File: src/rtl/reu_pkg.sv
// Shared types for the REU DMA sequencer: transfer-type codes, FSM encoding
// and the default length-counter width.
package reu_pkg;

    localparam int REU_LEN_W = 16;

    typedef enum logic [1:0] {
        XT_STASH  = 2'b00,
        XT_FETCH  = 2'b01,
        XT_SWAP   = 2'b10,
        XT_VERIFY = 2'b11
    } xfer_t;

    typedef enum logic [2:0] {
        ST_IDLE   = 3'd0,
        ST_XFER   = 3'd1,
        ST_SWAP_A = 3'd2,
        ST_SWAP_B = 3'd3,
        ST_DONE   = 3'd4
    } state_t;

endpackage

File: src/rtl/reu_len_counter.sv
// Loadable transfer-length down-counter. A zero length loads as 2^W, and the
// count parks at 1 so the last byte is flagged rather than wrapping.
module reu_len_counter #(
    parameter int W = 16
) (
    input  logic         clk,
    input  logic         rst,
    input  logic         load,
    input  logic [W-1:0] len,
    input  logic         dec,
    output logic         last
);

    logic [W:0] cnt;

    assign last = (cnt == (W+1)'(1));

    always_ff @(negedge clk) begin
        if (rst) begin
            cnt <= '0;
        end else if (load) begin
            cnt <= (len == '0) ? {1'b1, {W{1'b0}}} : {1'b0, len};
        end else if (dec && !last) begin
            cnt <= cnt - (W+1)'(1);
        end
    end

endmodule

File: src/rtl/reu_dma_seq.sv
// REU DMA sequencer: drives C64 bus ownership and DRAM strobes for stash,
// fetch, swap and verify transfers. All state moves on the falling edge of PHI2.
module reu_dma_seq
    import reu_pkg::*;
#(
    parameter int LEN_W    = REU_LEN_W,
    parameter int SWAP_CYC = 2
) (
    input  logic             PHI2,
    input  logic             RESET,
    input  logic             Execute,
    input  logic [1:0]       XferType,
    input  logic [LEN_W-1:0] Length,
    input  logic             FixC64,
    input  logic             FixREU,
    input  logic             Autoload,
    input  logic             BA,
    input  logic             Equal,
    output logic             DMA,
    output logic             DMARW,
    output logic             RAMRD,
    output logic             RAMWR,
    output logic             LatchC64,
    output logic             NextCA,
    output logic             NextREUA,
    output logic             DecLen,
    output logic             XferEnd,
    output logic             VerifyErr,
    output logic             RegReset,
    output logic             Busy,
    output state_t           dbg_state
);

    // Handshake: Execute is a one-cycle request honoured only in IDLE; a byte
    // cycle advances only when BA=1, otherwise the bus is held and nothing moves.
    state_t state, nxt;
    xfer_t  type_q;
    logic   fixc_q, fixr_q, auto_q, verr_q;
    logic   active, go, start, byte_done, mismatch, xfer_end, last;

    assign active    = (state == ST_XFER) || (state == ST_SWAP_A) || (state == ST_SWAP_B);
    assign go        = active && BA;
    assign start     = (state == ST_IDLE) && Execute;
    assign byte_done = go && ((state == ST_XFER) || (state == ST_SWAP_B));
    assign mismatch  = go && (state == ST_XFER) && (type_q == XT_VERIFY) && !Equal;
    assign xfer_end  = (byte_done && last) || mismatch;
    assign dbg_state = state;

    reu_len_counter #(.W(LEN_W)) u_len (
        .clk  (PHI2),
        .rst  (RESET),
        .load (start),
        .len  (Length),
        .dec  (byte_done),
        .last (last)
    );

    always_ff @(negedge PHI2) begin
        if (RESET) begin
            state <= ST_IDLE;
        end else begin
            state <= nxt;
        end
    end

    always_comb begin
        nxt = state;
        case (state)
            ST_IDLE: begin
                if (Execute) begin
                    nxt = (xfer_t'(XferType) == XT_SWAP) ? ST_SWAP_A : ST_XFER;
                end
            end
            ST_XFER: begin
                if (xfer_end) begin
                    nxt = ST_DONE;
                end
            end
            ST_SWAP_A: begin
                if (go && (SWAP_CYC == 2)) begin
                    nxt = ST_SWAP_B;
                end
            end
            ST_SWAP_B: begin
                if (go) begin
                    nxt = xfer_end ? ST_DONE : ST_SWAP_A;
                end
            end
            ST_DONE: nxt = ST_IDLE;
            default: nxt = ST_IDLE;
        endcase
    end

    always_comb begin
        DMA       = active;
        Busy      = active;
        DMARW     = 1'b0;
        RAMRD     = 1'b0;
        RAMWR     = 1'b0;
        LatchC64  = 1'b0;
        DecLen    = byte_done;
        NextCA    = byte_done && !fixc_q;
        NextREUA  = byte_done && !fixr_q;
        XferEnd   = xfer_end;
        VerifyErr = verr_q;
        RegReset  = (state == ST_DONE) && auto_q;
        if (active && !BA) begin
            DMARW = 1'b1;
        end else begin
            case (state)
                ST_XFER: begin
                    DMARW = (type_q != XT_FETCH);
                    RAMWR = (type_q == XT_STASH);
                    RAMRD = (type_q == XT_FETCH) || (type_q == XT_VERIFY);
                end
                ST_SWAP_A: begin
                    DMARW    = 1'b1;
                    RAMRD    = 1'b1;
                    LatchC64 = 1'b1;
                end
                ST_SWAP_B: begin
                    RAMWR = 1'b1;
                end
                default: begin
                    DMARW = 1'b0;
                end
            endcase
        end
    end

    always_ff @(negedge PHI2) begin
        if (RESET) begin
            type_q <= XT_STASH;
            fixc_q <= 1'b0;
            fixr_q <= 1'b0;
            auto_q <= 1'b0;
            verr_q <= 1'b0;
        end else if (start) begin
            type_q <= xfer_t'(XferType);
            fixc_q <= FixC64;
            fixr_q <= FixREU;
            auto_q <= Autoload;
            verr_q <= 1'b0;
        end else if (mismatch) begin
            verr_q <= 1'b1;
        end
    end

endmodule
File: config.mk
export PLATFORM = sky130hd
export DESIGN_NAME = reu_dma_seq
export DESIGN_NICKNAME = d
export VERILOG_FILES = /design/src/rtl/reu_pkg.sv /design/src/rtl/reu_len_counter.sv /design/src/rtl/reu_dma_seq.sv
export SDC_FILE = /design/constraint.sdc
export NUM_CORES = 1
export LEC_CHECK = 0
export BUFFER_PORTS_ARGS = -buffer_cell sky130_fd_sc_hd__buf_2
export CAP_MARGIN = 20
export CORE_MARGIN = 2
export CORE_UTILIZATION = 47
export DETAILED_ROUTE_END_ITERATION = 7
export PLACE_DENSITY = 0.75
export REMOVE_ABC_BUFFERS = 1
export SYNTH_ARGS = -nofsm -noshare
export SYNTH_HDL_FRONTEND = slang
export SYNTH_SLANG_ARGS = --single-unit
export TNS_END_PERCENT = 20
File: constraint.sdc
create_clock -name PHI2 -period 1.83 [get_ports PHI2]
set_input_delay 0.183 -clock PHI2 [delete_from_list [all_inputs] [get_ports PHI2]]
set_output_delay 0.183 -clock PHI2 [all_outputs]
set_load 0.03 [all_outputs]
==> flow_metrics.env, run 1 <==
export IMPL_status="complete, but fails checks"
export IMPL_violations="negative setup slack"
export IMPL_grt_first_pass_wirelength_mm=10.9
export IMPL_die_h_um=62.5
export IMPL_crit_type="reg -> out"
export IMPL_drt_antenna_violating_nets=0
export IMPL_grt_total_usage=0.355
export IMPL_crit_fanout=2
export IMPL_worst_slew_pin_slew_ns=0.507
export IMPL_cp_start_kind="flop"
export IMPL_htreeDepth=1
export IMPL_antennaDiodeCount=0
export IMPL_finalMaxSlewViolations=0
export IMPL_path_clk_slew_ns=0.08
export IMPL_grt_pass1_vias=2383
export IMPL_multiInputGateArea_um2=1170
export IMPL_slew_headroom=0.659
export IMPL_area_delta_synth_final_pct=80.1
export IMPL_via_count=2400
export IMPL_async_reset_ff_frac=0
export IMPL_synthCells=206
export IMPL_arrival_ns=3.05
export IMPL_hold_depth=2
export IMPL_gr_total_overflow=0
export IMPL_drc_errors=0
export IMPL_clkSinkCount=26
export IMPL_setup_slack_ns=-1.40
export IMPL_synth_seq_cells=26
export IMPL_p_leak_nw=1.31
export IMPL_final_layout_size_suffix_gt1_frac=0.491
export IMPL_skew_ns=0.0431
export IMPL_hpwl_mm=3.77
export IMPL_final_hold_viol_count=0
export IMPL_clock_path_buffers=2
export IMPL_ff2ff_path_depth=7
export IMPL_placed_cells=349
export IMPL_cp_required_ns=1.65
export IMPL_wl_per_cell_um=20.4
export IMPL_drt_first_pass_iters=6
export IMPL_start_util=0.486
export IMPL_setup_viol=36
export IMPL_powerDensity_nw_per_um2=925
export IMPL_via_per_inst=6.19
export IMPL_synth_edf_count=0
export IMPL_regArea_um2=533
export IMPL_synth_ff_type="dfxtp_1"
export IMPL_fp_dieW_um=62.5
export IMPL_num_io_pins=41
export IMPL_drt_iter0_drc=185
export IMPL_fp_row_count=21
export IMPL_nets=371
export IMPL_dp_slack_ns=-0.876
export IMPL_yosysWarnings=0
export IMPL_fill_cells=159
export IMPL_hold_path_class="reg -> reg"
export IMPL_syn_area_um2=1610
export IMPL_tritoncts="done"
export IMPL_grt_setup_unrepaired="true"
export IMPL_gp_congestion=0.916
export IMPL_wl_mm=7.91
export IMPL_portBuffers=40
export IMPL_peakVddDrop_v=0.000708
export IMPL_yosys_cell_types_count=50
export IMPL_root_buffer="clkbuf_4"
export IMPL_antenna_found_initial=0
export IMPL_numCtsBuffers=3
export IMPL_avgSynthCellArea_um2=7.80
export IMPL_seq_area_frac_synth=0.324
export IMPL_core_area_um2=3310
export IMPL_layoutNonFillerInstCount=388
export IMPL_die_area_um2=3900
export IMPL_clk_latency_ns=0.45
export IMPL_cap_violations=0
export IMPL_endpoint_kind="output pin"
export IMPL_grt_max_degree=20
## metrics by stage
| step | utilization | TNS [ns] | hold slack, ns | total power, mW | area (um^2) |
|---|---|---|---|---|---|
| after floorplan | - | -17.13 | 0.426 | 1.30 | 1540 |
| after global placement | 0.712 | -12.67 | 0.445 | 1.79 | 2360 |
| after detailed placement | 0.712 | -13.68 | 0.457 | 1.82 | 2360 |
| after CTS | 0.815 | -10.87 | 0.471 | 2.37 | 2700 |
| after global routing | 0.875 | -17.68 | 0.512 | 2.83 | 2900 |
| final | 0.875 | -15.44 | 0.510 | 2.68 | 2900 |
## sequential cells by signal, summed over array words and instances, names as in the netlist
signal,flops
u_len.cnt,17
dbg_state,3
type_q,2
VerifyErr,1
auto_q,1
fixc_q,1
fixr_q,1
## cell usage after synthesis, types with 2 or more instances
cell	count	area (um^2)
nor4_2	2	25.0
nand3_1	2	10.0
dfxtp_1	26	521
o21ai_0	5	25.0
a311oi_1	4	35.0
clkbuf_1	8	30.0
or4_1	5	37.5
nor3_1	11	55.1
nand3b_1	3	22.5
a211oi_1	8	60.1
inv_1	8	30.0
a31oi_1	2	12.5
ha_1	2	25.0
nor4b_2	2	30.0
xnor2_1	7	61.3
nor2_1	31	116
nand4b_1	2	17.5
o21ai_1	3	15.0
or3_1	5	31.3
nor4_1	6	37.5
a21oi_1	10	50.1
nand2_1	24	90.1
buf_2	3	15.0
## cells by family (layout without fill, tap and decap cells)
| family | Yosys count | in the layout | share of synthesized area |
|---|---|---|---|
| AOI/OAI and AO/OA | 44 | 44 | 0.194 |
| DFF | 26 | 26 | 0.324 |
| adders and majority gates | 2 | 2 | 0.0156 |
| xor gates and xnor gates | 7 | 7 | 0.0381 |
| and+or+nand+nor | 103 | 103 | 0.360 |
| buffers and inverters | 23 | 159 | 0.0630 |
| muxes | 1 | 1 | 0.00623 |
## worst max-delay path, cell delays in order (launching register included)
cell	delay, ns
dfxtp_1	0.36
ha_1	0.18
or4b_4	0.50
nor4_4	0.29
a21o_1	0.19
buf_4	0.16
## layout by cell type, fill, tap and decap left out, drive strengths merged, types with 3 or more instances in the layout
cell / instances
o21ai: 8
nand3b: 4
buf: 121
or4: 6
a311oi: 4
clkbuf: 3
nand2: 24
or3: 5
nor4: 9
xnor2: 7
inv: 34
a211oi: 8
nor3: 12
a21oi: 10
dfxtp: 26
a2111oi: 3
nor2: 31
## layout make-up
cell class | count | share of cell area
Sequential cell | 26 | 0.184
Tap cell | 46 | 0.0199
Inverter | 8 | 0.0130
Multi-Input combinational cell | 157 | 0.404
Clock buffer | 3 | 0.00778
Clock inverter | 27 | 0.0354
Timing Repair Buffer | 121 | 0.336
## final timing paths
| check | start | to | slack, ns |
|---|---|---|---|
| worst max-delay path | u_len.cnt[0] | XferEnd | -1.40 |
| worst max register to register | u_len.cnt[0] | u_len.cnt[2] | -0.58 |
| worst min-delay path | fixr_q | fixr_q | 0.51 |
| worst min register to register | fixr_q | fixr_q | 0.51 |
## per-layer routing
metal | up-vias | global-route usage | share of wire
met4 | 0 | 0.261 | 0.094
met1 | 1087 | 0.361 | 0.34
met5 | - | 0 | 0
met2 | 200 | 0.632 | 0.48
met3 | 86 | 0.0829 | 0.082
li1 | 1027 | - | -
## repair_timing
item / in CTS / in global routing
cloned: 0 / 0
setup buffers: 4 / 7
pin swaps: 9 / 7
resized for setup: 61 / 37
setup endpoints to repair: 34 / 36
hold buffers: 0 / 0
## power breakdown
part / internal, mW / switching, mW
Combinational: 0.666 / 0.743
Sequential: 0.646 / 0.0642
Clock: 0.155 / 0.406
Power figures use the tool's default switching activity.
==> inputs of run 2 (changes only) <==
--- a/config.mk
+++ b/config.mk
@@ -7,10 +7,12 @@
 export LEC_CHECK = 0
 export BUFFER_PORTS_ARGS = -buffer_cell sky130_fd_sc_hd__buf_2
 export CAP_MARGIN = 20
+export CELL_PAD_IN_SITES_DETAIL_PLACEMENT = 0
+export CELL_PAD_IN_SITES_GLOBAL_PLACEMENT = 2
 export CORE_MARGIN = 2
-export CORE_UTILIZATION = 47
+export CORE_UTILIZATION = 27
 export DETAILED_ROUTE_END_ITERATION = 7
-export PLACE_DENSITY = 0.75
+export PLACE_DENSITY_LB_ADDON = 0.1
 export REMOVE_ABC_BUFFERS = 1
 export SYNTH_ARGS = -nofsm -noshare
 export SYNTH_HDL_FRONTEND = slang
==> flow_metrics.env, run 2 (same netlist as run 1, synthesis figures left out) <==
export IMPL_finalMaxSlewViolations=0
export IMPL_min_to="auto_q"
export IMPL_pwr_share_seq=0.271
export IMPL_numCtsBuffers=3
export IMPL_power_mw=2.59
export IMPL_wl_mm=5.74
export IMPL_arrival_ns=2.78
export IMPL_die_h_um=81.2
export IMPL_grt_max_degree=16
export IMPL_skew_ns=0.0121
export IMPL_root_buffer="clkbuf_8"
export IMPL_timing_rr_start="u_len.cnt[1]"
export IMPL_powerDensity_nw_per_um2=874
export IMPL_fp_row_count=28
export IMPL_core_area_um2=5850
export IMPL_antenna_found_initial=0
export IMPL_final_cell_mix="buf_4 (83), inv_1 (32), buf_6 (26)"
export IMPL_start_util=0.275
export IMPL_grt_first_pass_wirelength_mm=9.25
export IMPL_drc_errors=0
export IMPL_reg2reg_to="u_len.cnt[12]"
export IMPL_grt_total_usage=0.182
export IMPL_hold_path_class="reg -> reg"
export IMPL_ff2ff_path_depth=8
export IMPL_drt_iter0_drc=61
export IMPL_setup_slack_ns=-1.13
export IMPL_cap_violations=0
export IMPL_gr_total_overflow=0
export IMPL_violations="negative setup slack"
export IMPL_clk_latency_ns=0.36
export IMPL_antennaDiodeCount=0
export IMPL_min_from="auto_q"
export IMPL_r2r_slack_ns=-0.32
export IMPL_cp_required_ns=1.65
export IMPL_gp_congestion=0.799
export IMPL_die_area_um2=6590
export IMPL_status="complete, but fails checks"
export IMPL_wl_per_cell_um=13.4
export IMPL_hpwl_mm=4.27
export IMPL_via_count=2019
export IMPL_final_hold_viol_count=0
export IMPL_power_frac_comb=0.501
export IMPL_cp_start_kind="flop"
export IMPL_clkSinkCount=26
export IMPL_whs_ns=0.469
export IMPL_area_delta_synth_final_pct=84.0
export IMPL_worst_slew_pin_slew_ns=0.334
export IMPL_fp_dieW_um=81.2
export IMPL_setup_viol=33
export IMPL_path_clk_slew_ns=0.05
export IMPL_grt_pass1_vias=2032
export IMPL_peakVddDrop_v=0.000452
export IMPL_hold_depth=2
export IMPL_slew_headroom=0.775
export IMPL_crit_fanout=2
export IMPL_endpoint_kind="output pin"
export IMPL_drt_antenna_violating_nets=0
export IMPL_postCtsHoldBufs=0
export IMPL_drt_first_pass_iters=4
export IMPL_pwr_share_clk=0.227
export IMPL_layoutNonFillerInstCount=429
export IMPL_htreeDepth=1
export IMPL_nets=383
export IMPL_p_int_mw=1.55
export IMPL_largest_reg_flops=17
export IMPL_clock_path_buffers=2
export IMPL_switchingPower_mw=1.04
export IMPL_p_leak_nw=1.37
export IMPL_portBuffers=40
export IMPL_placed_cells=395
export IMPL_grt_setup_unrepaired="true"
export IMPL_layout_commonest_cell="buf_4"
export IMPL_tritoncts="done"
export IMPL_via_per_inst=4.71
export IMPL_final_layout_size_suffix_gt1_frac=0.492
export IMPL_crit_type="reg -> out"
export IMPL_num_io_pins=41
export IMPL_regMostFlops="u_len.cnt"
export IMPL_switching_share=0.400
export IMPL_finalSetupTns_ns=-10.94
==> run 2: cell types whose count changed in the layout (fill, tap and decap cells not counted), moves of 2 or more <==
cell,delta
nor2_4,-3
nor2_2,+2
clkbuf_4,-3
clkbuf_8,+3
buf_12,-2
buf_4,+15
==> run 2: stage by stage <==
stage                      util  area [um^2]  setup slack (ns)
after floorplan               -         1540             -1.10
final                     0.506         2960             -1.13
after CTS                 0.494         2890             -1.15
after global routing      0.506         2960             -1.22
after detailed placement  0.426         2490            -0.866
after global placement    0.426         2490            -0.848
==> run 2: what timing repair did <==
item,in CTS,in global routing
pin swaps,10,7
endpoints found under the setup margin,36,35
gates resized for setup,68,14
setup buffers,3,2
==> run 2: final cells by class <==
type | count | area (um^2)
timing repair buffer | 133 | 1040
sequential | 26 | 532
clock inverter | 27 | 104
fill | 589 | 2890
tap | 75 | 93.8
clock buffer | 3 | 41.3
inverter | 8 | 30.0
multi-input combinational | 157 | 1120
==> run 2: worst max-delay path: stages (launching register included) <==
cell	delay, ns
dfxtp_1	0.31
or4_4	0.57
nor4_4	0.30
a21o_1	0.19
buf_6	0.14
==> run 2: power by group through the flow <==
stage | Clock [mW] | Sequential (mW) | Combinational [mW]
CTS | 0.626 | 0.699 | 1.25
floorplan | 0.0902 | 0.742 | 0.469
detailed placement | 0.0902 | 0.699 | 1.10
global placement | 0.0902 | 0.696 | 1.11
finish | 0.588 | 0.702 | 1.30
global route | 0.673 | 0.710 | 1.41
==> run 2: worst max-delay path by stage <==
stage / startpoint / to / slack [ns] / cells after the start
after global placement: u_len.cnt[1] / XferEnd / -0.85 / 6
final: u_len.cnt[10] / XferEnd / -1.13 / 4
after CTS: u_len.cnt[1] / XferEnd / -1.15 / 6
after global routing: u_len.cnt[1] / XferEnd / -1.22 / 6
after floorplan: u_len.cnt[0] / XferEnd / -1.10 / 4
after detailed placement: u_len.cnt[1] / XferEnd / -0.87 / 6
==> run 2: routing by layer <==
layer	vias to the layer above	global-route usage	wire length, um
met5	-	0	0
met4	0	0.0695	52
met3	4	0.0500	219
met2	40	0.287	2730
met1	920	0.236	2740
li1	1055	-	-
